`src/rtl/disp_pkg.sv`:
```
// Shared types and constants for the seven-segment display arbiter.
// Segment order is {g,f,e,d,c,b,a}, active-low; anodes are active-low.
package disp_pkg;

    localparam int NUM_REQ   = 3;
    localparam int REQ_ALARM = 0;
    localparam int REQ_DIR   = 1;
    localparam int REQ_STAT  = 2;

    typedef enum logic [1:0] {
        IDLE,
        SHOW,
        OPEN
    } state_t;

    localparam logic [NUM_REQ-1:0] GRANT_NONE  = 3'b000;
    localparam logic [NUM_REQ-1:0] GRANT_ALARM = 3'b001;
    localparam logic [NUM_REQ-1:0] GRANT_DIR   = 3'b010;
    localparam logic [NUM_REQ-1:0] GRANT_STAT  = 3'b100;

    localparam logic [6:0] SEG_BLANK = 7'b1111111;
    localparam logic [3:0] AN_OFF    = 4'b1111;
    localparam logic [3:0] AN_DIG0   = 4'b1110;
    localparam logic [3:0] AN_DIG1   = 4'b1101;
    localparam logic [3:0] AN_DIG2   = 4'b1011;
    localparam logic [3:0] AN_DIG3   = 4'b0111;

    // Glyphs the requesters use to build their four-digit patterns.
    localparam logic [6:0] GLYPH_0    = 7'b1000000;
    localparam logic [6:0] GLYPH_1    = 7'b1111001;
    localparam logic [6:0] GLYPH_2    = 7'b0100100;
    localparam logic [6:0] GLYPH_3    = 7'b0110000;
    localparam logic [6:0] GLYPH_A    = 7'b0001000;
    localparam logic [6:0] GLYPH_E    = 7'b0000110;
    localparam logic [6:0] GLYPH_F    = 7'b0001110;
    localparam logic [6:0] GLYPH_L    = 7'b1000111;
    localparam logic [6:0] GLYPH_R    = 7'b0101111;
    localparam logic [6:0] GLYPH_DASH = 7'b0111111;

    // Isolates the lowest set request bit, giving a one-hot fixed-priority winner.
    function automatic logic [NUM_REQ-1:0] lowestReq(input logic [NUM_REQ-1:0] r);
        return r & (~r + NUM_REQ'(1));
    endfunction

endpackage

```
`src/rtl/disp_scan.sv`:
```
// Digit scanner: free-running scan counter, per-slot blanking and registered seg/an.
module disp_scan
    import disp_pkg::*;
#(
    parameter int SCAN_BITS    = 19,
    parameter int BLANK_CYCLES = 1024
) (
    input  logic        clock,
    input  logic        reset,
    input  logic [27:0] pattern,
    input  logic        valid,
    output logic [6:0]  seg,
    output logic [3:0]  an
);

    localparam int SLOT_BITS = SCAN_BITS - 2;
    localparam logic [SLOT_BITS-1:0] BLANK_LIM = SLOT_BITS'(BLANK_CYCLES);

    logic [SCAN_BITS-1:0] scanCnt;
    logic [1:0]           digit;
    logic [SLOT_BITS-1:0] slotPos;
    logic                 blank;
    logic [6:0]           digitSeg;
    logic [3:0]           digitAn;

    assign digit   = scanCnt[SCAN_BITS-1 -: 2];
    assign slotPos = scanCnt[SLOT_BITS-1:0];
    assign blank   = !valid || (slotPos < BLANK_LIM);

    always_comb begin
        digitSeg = SEG_BLANK;
        digitAn  = AN_OFF;
        case (digit)
            2'd0: begin digitSeg = pattern[6:0];   digitAn = AN_DIG0; end
            2'd1: begin digitSeg = pattern[13:7];  digitAn = AN_DIG1; end
            2'd2: begin digitSeg = pattern[20:14]; digitAn = AN_DIG2; end
            default: begin digitSeg = pattern[27:21]; digitAn = AN_DIG3; end
        endcase
    end

    // Leading blank cycles of every slot suppress ghosting while anodes switch.
    always_ff @(posedge clock) begin
        if (reset) begin
            scanCnt <= '0;
            seg     <= SEG_BLANK;
            an      <= AN_OFF;
        end else begin
            scanCnt <= scanCnt + SCAN_BITS'(1);
            seg     <= blank ? SEG_BLANK : digitSeg;
            an      <= blank ? AN_OFF : digitAn;
        end
    end

endmodule

```
`src/rtl/disp_arbiter.sv`:
```
// Fixed-priority owner of the 4-digit display with minimum hold and alarm preemption.
// Optional macro DISP_BLINK_EN makes the alarm pattern flash.
module disp_arbiter
    import disp_pkg::*;
#(
    parameter int SCAN_BITS    = 19,
    parameter int BLANK_CYCLES = 1024,
    parameter int HOLD_CYCLES  = 50000000,
    parameter int BLINK_BITS   = 26
) (
    input  logic               clock,
    input  logic               reset,
    input  logic [NUM_REQ-1:0] req,
    input  logic [27:0]        pat0,
    input  logic [27:0]        pat1,
    input  logic [27:0]        pat2,
    output logic [NUM_REQ-1:0] grant,
    output logic [6:0]         seg,
    output logic [3:0]         an
);

    localparam int HOLD_W = (HOLD_CYCLES > 1) ? $clog2(HOLD_CYCLES) : 1;
    localparam logic [HOLD_W-1:0] HOLD_LOAD = HOLD_W'(HOLD_CYCLES - 1);

    state_t             state;
    logic [HOLD_W-1:0]  holdCnt;
    logic [NUM_REQ-1:0] winner;
    logic [27:0]        activePat;
    logic               blinkOn;
    logic               scanValid;

    assign winner = lowestReq(req);

    // The owner's own request is ignored in SHOW so a glimpse lasts the full hold.
    always_ff @(posedge clock) begin
        if (reset) begin
            state   <= IDLE;
            grant   <= GRANT_NONE;
            holdCnt <= '0;
        end else begin
            case (state)
                IDLE: begin
                    if (|req) begin
                        grant   <= winner;
                        holdCnt <= HOLD_LOAD;
                        state   <= SHOW;
                    end
                end
                SHOW: begin
                    if (req[REQ_ALARM] && (grant != GRANT_ALARM)) begin
                        grant   <= GRANT_ALARM;
                        holdCnt <= HOLD_LOAD;
                    end else if (holdCnt == '0) begin
                        state <= OPEN;
                    end else begin
                        holdCnt <= holdCnt - HOLD_W'(1);
                    end
                end
                OPEN: begin
                    if (!(|req)) begin
                        grant <= GRANT_NONE;
                        state <= IDLE;
                    end else if (winner != grant) begin
                        grant   <= winner;
                        holdCnt <= HOLD_LOAD;
                        state   <= SHOW;
                    end
                end
                default: begin
                    grant <= GRANT_NONE;
                    state <= IDLE;
                end
            endcase
        end
    end

    // Live pattern of the owner, so direction changes show without re-arbitration.
    always_comb begin
        activePat = '0;
        case (grant)
            GRANT_ALARM: activePat = pat0;
            GRANT_DIR:   activePat = pat1;
            GRANT_STAT:  activePat = pat2;
            default:     activePat = '0;
        endcase
    end

`ifdef DISP_BLINK_EN
    logic [BLINK_BITS-1:0] blinkCnt;

    always_ff @(posedge clock) begin
        if (reset) begin
            blinkCnt <= '0;
        end else begin
            blinkCnt <= blinkCnt + BLINK_BITS'(1);
        end
    end

    assign blinkOn = (grant == GRANT_ALARM) && blinkCnt[BLINK_BITS-1];
`else
    // Steady alarm; BLINK_BITS has no role in this build.
    assign blinkOn = 1'b0 && (BLINK_BITS > 0);
`endif

    assign scanValid = (grant != GRANT_NONE) && !blinkOn;

    disp_scan #(
        .SCAN_BITS    (SCAN_BITS),
        .BLANK_CYCLES (BLANK_CYCLES)
    ) u_scan (
        .clock   (clock),
        .reset   (reset),
        .pattern (activePat),
        .valid   (scanValid),
        .seg     (seg),
        .an      (an)
    );

endmodule

```
`config.mk`:
```
export PLATFORM = sky130hd
export DESIGN_NAME = disp_arbiter
export DESIGN_NICKNAME = d
export VERILOG_FILES = /design/src/rtl/disp_pkg.sv /design/src/rtl/disp_scan.sv /design/src/rtl/disp_arbiter.sv
export SDC_FILE = /design/constraint.sdc
export NUM_CORES = 1
export LEC_CHECK = 0
export ABC_AREA = 1
export BUFFER_PORTS_ARGS = -buffer_cell sky130_fd_sc_hd__buf_2
export CORE_AREA = 3 3 86 149
export CTS_CLUSTER_DIAMETER = 60
export DETAILED_ROUTE_END_ITERATION = 10
export DIE_AREA = 0 0 89 152
export MAX_ROUTING_LAYER = met4
export RECOVER_POWER = 100
export SYNTH_ARGS = -nofsm -noshare
export SYNTH_HDL_FRONTEND = slang
export SYNTH_SLANG_ARGS = --single-unit
```
`constraint.sdc`:
```
create_clock -name clock -period 2.25 [get_ports clock]
set_input_delay 0.5625 -clock clock [delete_from_list [all_inputs] [get_ports clock]]
set_output_delay 0.5625 -clock clock [all_outputs]
set_load 0.03 [all_outputs]
```
# ---- After elaboration in Yosys (flattened, before gate mapping)
# Cells that the tools add are included.
dict set report op_classes {
  add_sub_neg 3
  n_mul 0
  n_div 0
  order_cmp 1
  n_eq_ne 17
  shift 0
  muxes 20
  bitwise 2
  n_reduce_logical 13
}
# op n
set op_table {}
lappend op_table {{2-to-1 mux 26 bit} 5}
lappend op_table {{case mux 28 bit (3 select lines)} 1}
lappend op_table {{case mux 26 bit (3 select lines)} 1}
lappend op_table {{logical NOT 26 bit} 1}
lappend op_table {{subtractor 26 x 1 -> 26 bit, second input constant} 1}
lappend op_table {{case mux 7 bit (3 select lines)} 1}
lappend op_table {{adder 19 x 1 -> 19 bit, second input constant} 1}
lappend op_table {{less-than comparator 17 x 11 -> 1 bit, second input constant} 1}
lappend op_table {{2-to-1 mux 3 bit} 4}
lappend op_table {{!= test 2 bit, second input constant} 6}
lappend op_table {{case mux 4 bit (3 select lines)} 1}
lappend op_table {{2-to-1 mux 2 bit} 5}
lappend op_table {{case mux 3 bit (3 select lines)} 1}
lappend op_table {{!= test 3 bit, second input constant} 2}
lappend op_table {{case mux 2 bit (3 select lines)} 1}
lappend op_table {{nonzero test 3 bit} 2}
lappend op_table {{AND reduction 5 bit} 1}
lappend op_table {{equality test 2 x 1 -> 1 bit, second input constant} 2}
lappend op_table {{equality test 2 bit, second input constant} 2}
lappend op_table {{logical NOT 2 bit} 2}
lappend op_table {{AND reduction 4 bit} 1}
lappend op_table {{adder 3 x 1 -> 3 bit, second input constant} 1}
lappend op_table {{AND 3 bit} 1}
lappend op_table {{equality test 3 x 1 -> 1 bit, second input constant} 1}
lappend op_table {{11 further kinds} 11}
dict set report totals {
  register_bits 61
  latchBits 0
  ram_bits 0
  romBits 0
  inputBits 89
  output_inout_bits 14
  word_cells 62
  memories 0
}

# ---- Logic depth before layout (Yosys ltp)
dict set report depth {
  ltp_word 7
  mapped_depth 12
  mapped_depth_nobuf 11
}

# ---- By module
# A second synthesis with hierarchy kept.
dict set report unflattened {
  cells_unflattened 680
  area_unflattened_um2 4062.6
}
# mod n_inst cells_per_inst area_each_um2
set by_module_without_submodules {}
lappend by_module_without_submodules {disp_arbiter 1 472 2628.8}
lappend by_module_without_submodules {disp_scan 1 208 1433.9}

# ---- Worst setup path after synthesis
# No wires, ideal clock.
dict set report synth_path {
  path_kind {register to register}
  from {register holdCnt[0]}
  to {register holdCnt[12]}
  setup_time_ns 0.141
  arrival_time_ns 1.563
  required_time_ns 2.109
  setup_slack_ns 0.546
  stages_incl_launch_ff 13
  path_buffers 1
  period_less_slack_ns 1.704
  path_cell_list {dfxtp_1 > inv_1 > ha_1 > nand2_2 > nor2_4 > nand3_2 > nor2_4 > nand2_4 > inv_2 > nor2_4 > buf_6 > nand2_2 > a21oi_2}
}
dict set report synth_via {
  elab_chain_cells 4
}
# element line
set synth_lines {}
lappend synth_lines {{start: declaration} disp_arbiter.sv:26} ;# logic [HOLD_W-1:0] holdCnt;
lappend synth_lines {{start signal: assignment} disp_arbiter.sv:56} ;# holdCnt <= holdCnt - HOLD_W'(1);
lappend synth_lines {{subtractor 26 x 1 -> 26 bit} disp_arbiter.sv:56}
lappend synth_lines {{2-to-1 mux 26 bit} disp_arbiter.sv:53} ;# end else if (holdCnt == '0) begin
lappend synth_lines {{2-to-1 mux 26 bit} disp_arbiter.sv:50} ;# if (req[REQ_ALARM] && (grant != GRANT_ALARM)) begin
lappend synth_lines {{case mux 26 bit (3 select lines)} disp_arbiter.sv:41} ;# case (state)
# Parallel ways exist; a longest one is shown, timed or not. The select of a mux whose other input is x is not followed.
# A chain may end at the register's enable or synchronous reset.

# ---- Worst setup path in the final report
dict set report layout_path {
  from {register holdCnt[1]}
  to {register holdCnt[20]}
}
# Same word-level chain as after synthesis.

==> impl_metrics.yaml <==
cells_and_area:
  final_nets: 865
  fin_cells: 914
  final_layout_size_suffix_gt1_frac: 0.2067
  mostFrequentLayoutCells: "246 x nand2_1, 87 x buf_2, 79 x nor2_1, 61 x dfxtp_1, 53 x nand3_1"
  fillers: 1220
  layout_commonest_cell: "nand2_1"
  final_core_util: 0.4266
  diodes: 0
  area_growth_pct: 21.77
  final_cell_area_mm2: 0.004969
synth:
  synth_seq_cells: 61
  syn-mean-instance-area_um2: 6.099
  ys_seq_area_frac: 0.2993
  async_flop_share: 0
  synth_edf_count: 0
  syn_area_mm2: 0.004080
  synthCells: 669
  netlist-cell-type-count: 37
  syn_nets: 760
  synth_warnings: 0
  ys.flop_type: "dfxtp_1"
timing:
  fin_ws_ps: 227.7
  setup_tns_ps: 0
  fmaxAchievable_ghz: 0.4945
  tightest_slew_ps: 1006
  grt_setup_unrepaired: "false"
  fin_hold_ws_ps: 449.0
  final_hold_viol_count: 0
  skew_ps: 4.921
  period_minus_slack_ps: 2022
  fin_crit_sh: 0.8988
  setup_viol: 0
  relSlewSlack: 0.3291
  slew_viol_final: 0
global_routing:
  grt.busiest_layer: "met2"
  grt_pass1_wl_um: 20220
  grtUsageMet1: 0.1856
  grt_overflow_total: 0
  use_met3: 0.03902
  gr-usage-all-layers: 0.1917
  grt_pass1_vias: 4576
  antenna_found_initial: 0
  grt_max_degree: 43
  grtUsageMet2: 0.3483
worst_setup_path:
  critPathTopFamily: "simple AND/OR/NAND/NOR gates"
  cpMaxStageDelayCell: "nor2_4"
  worstPathArrival_ps: 2260
  path_buf_inv: 2
  startpoint_type: "register"
  endpoint_kind: "register"
  cp_max_fo: 24
  path_class: "register to register"
  cp_cell_sequence: "inv_1 > ha_1 > nand2_2 > nor2_1 > nand3_2 > nor2_1 > nand2_4 > inv_2 > nor2_4 > nand2_1 > a21oi_1"
  slowest_delay_ps: 550
  crit_path_frequent_cell: "nor2_1"
  required_ps: 2490
clock_tree:
  cts.sinks: 61
  clk_latency_ps: 330
  cts_buffers: 9
  cts_root_buffer: "clkbuf_16"
  clock_path_buffers: 2
  htreeDepth: 3
  cts.reportedPaths.clkPinSlew_ps: 50
  post_cts_buffers: 0
  cts_tree: "built"
placed_design:
  pre_cts_ws_ps: -4.746
  io_buffers: 102
  gp_routability_congestion: 0.8791
  place_area_mm2: 0.004740
  dp.cells: 898
  hpwl_um: 9394
run:
  maxCapViolations: 0
power_and_ir_drop:
  ir_worst_vdd_uv: 326.8
  p_per_area_mw_per_mm2: 600.2
  leakage_nw: 2.225
  p_total_mw: 2.982
floorplan:
  fp.dieW_um: 89
  pin_count: 103
  design.die.area_mm2: 0.01353
  rows: 52
  chipHeight_um: 152
  initial_core_util: 0.3503
  core_area_mm2: 0.01165
status:
  outcome: "complete, no violations"
routing:
  drcViolationCount: 0
  vias: 4549
  ant_nets: 0
  routedWlPerCell_um: 13.20
  wl_um: 12070
  drtPass1Iterations: 7
  drtIter0Drc: 175
  routed_via_density: 4.977
min_path:
  hold_class: "register to register"
-- layer usage --
metal  vias up  part of all wire  routed length (µm)
met5         -                 0                   0
met4         0             0.032                 385
met3        22             0.069                 831
met2       174              0.54                6505
met1      1984              0.36                4344
li1       2369                 -                   -
-- worst register-to-register path, cell delays in order (launching register included) --
cell,delay (ps)
dfxtp_1,360
inv_1,50
ha_1,240
nand2_2,100
nor2_1,70
nand3_2,60
nor2_1,60
nand2_4,110
inv_2,60
nor2_4,550
nand2_1,130
a21oi_1,150
-- cell type report --
class / instances / area [µm²] / area share
Multi-Input combinational cell: 531 / 2496 / 0.5024
Clock inverter: 5 / 50.05 / 0.01007
Timing Repair Buffer: 115 / 579.3 / 0.1166
Sequential cell: 61 / 1221 / 0.2458
Tap cell: 135 / 168.9 / 0.03400
Clock buffer: 11 / 242.7 / 0.04885
Inverter: 56 / 210.2 / 0.04231
-- cell usage after synthesis (2+ instances only) --
master      n  area (µm²)
a211oi_1    4       30.03
a21oi_1    31       155.2
a21oi_2    10       87.58
and3_1      4       25.02
buf_2       4       20.02
buf_6       4       45.04
clkbuf_1   12       45.04
dfxtp_1    61        1221
ha_1        2       25.02
inv_1      52       195.2
inv_2       4       15.01
nand2_1   246       923.4
nand2_2    11       68.82
nand2_4     5       56.30
nand3_1    53       265.3
nand3b_1    3       22.52
nand4_1    29       181.4
nor2_1     78       292.8
nor2_2      7       43.79
nor2_4      3       33.78
nor3_1     11       55.05
nor3b_1     2       15.01
nor4_1      2       12.51
o21ai_0     7       35.03
or2_2       8       50.05
xnor2_1     4       35.03
xor2_1      2       17.52
-- cells by family (layout without fill, tap and decap cells) --
group,count (synthesis),in the layout,synth area share
flip-flops,61,61,0.2993
buffers and inverters,77,187,0.08034
adder cells (fa/ha/maj),2,2,0.006132
AO/OA/AOI/OAI,57,57,0.08709
XOR/XNOR,7,7,0.01687
AND/OR/NAND/NOR,465,465,0.5103
-- power by group --
group	switching [mW]	internal, mW
Sequential	0.0480	1.12
Combinational	0.277	0.179
Clock	0.478	0.878
Total	0.804	2.18
-- worst paths after layout --
| path | end | from | cells after the start | slack (ps) |
|---|---|---|---|---|
| setup / recovery | holdCnt[20] | holdCnt[1] | 11 | 230 |
| hold / removal | u_scan.scanCnt[0] | u_scan.scanCnt[0] | 1 | 450 |
| setup reg to reg | holdCnt[20] | holdCnt[1] | 11 | 230 |
| hold reg to reg | u_scan.scanCnt[0] | u_scan.scanCnt[0] | 1 | 450 |
-- sequential cells by signal, summed over array words and instances (netlist names) --
register and flops:
state 2, u_scan.scanCnt 19, grant 3, u_scan.seg 7, holdCnt 26, u_scan.an 4
-- what timing repair did --
| action | in CTS | in global routing |
|---|---|---|
| setup endpoints to repair | 0 | 1 |
| resized for setup | 0 | 2 |
| hold buffers | 0 | 0 |
No activity file was read; power rests on OpenSTA's default activity.
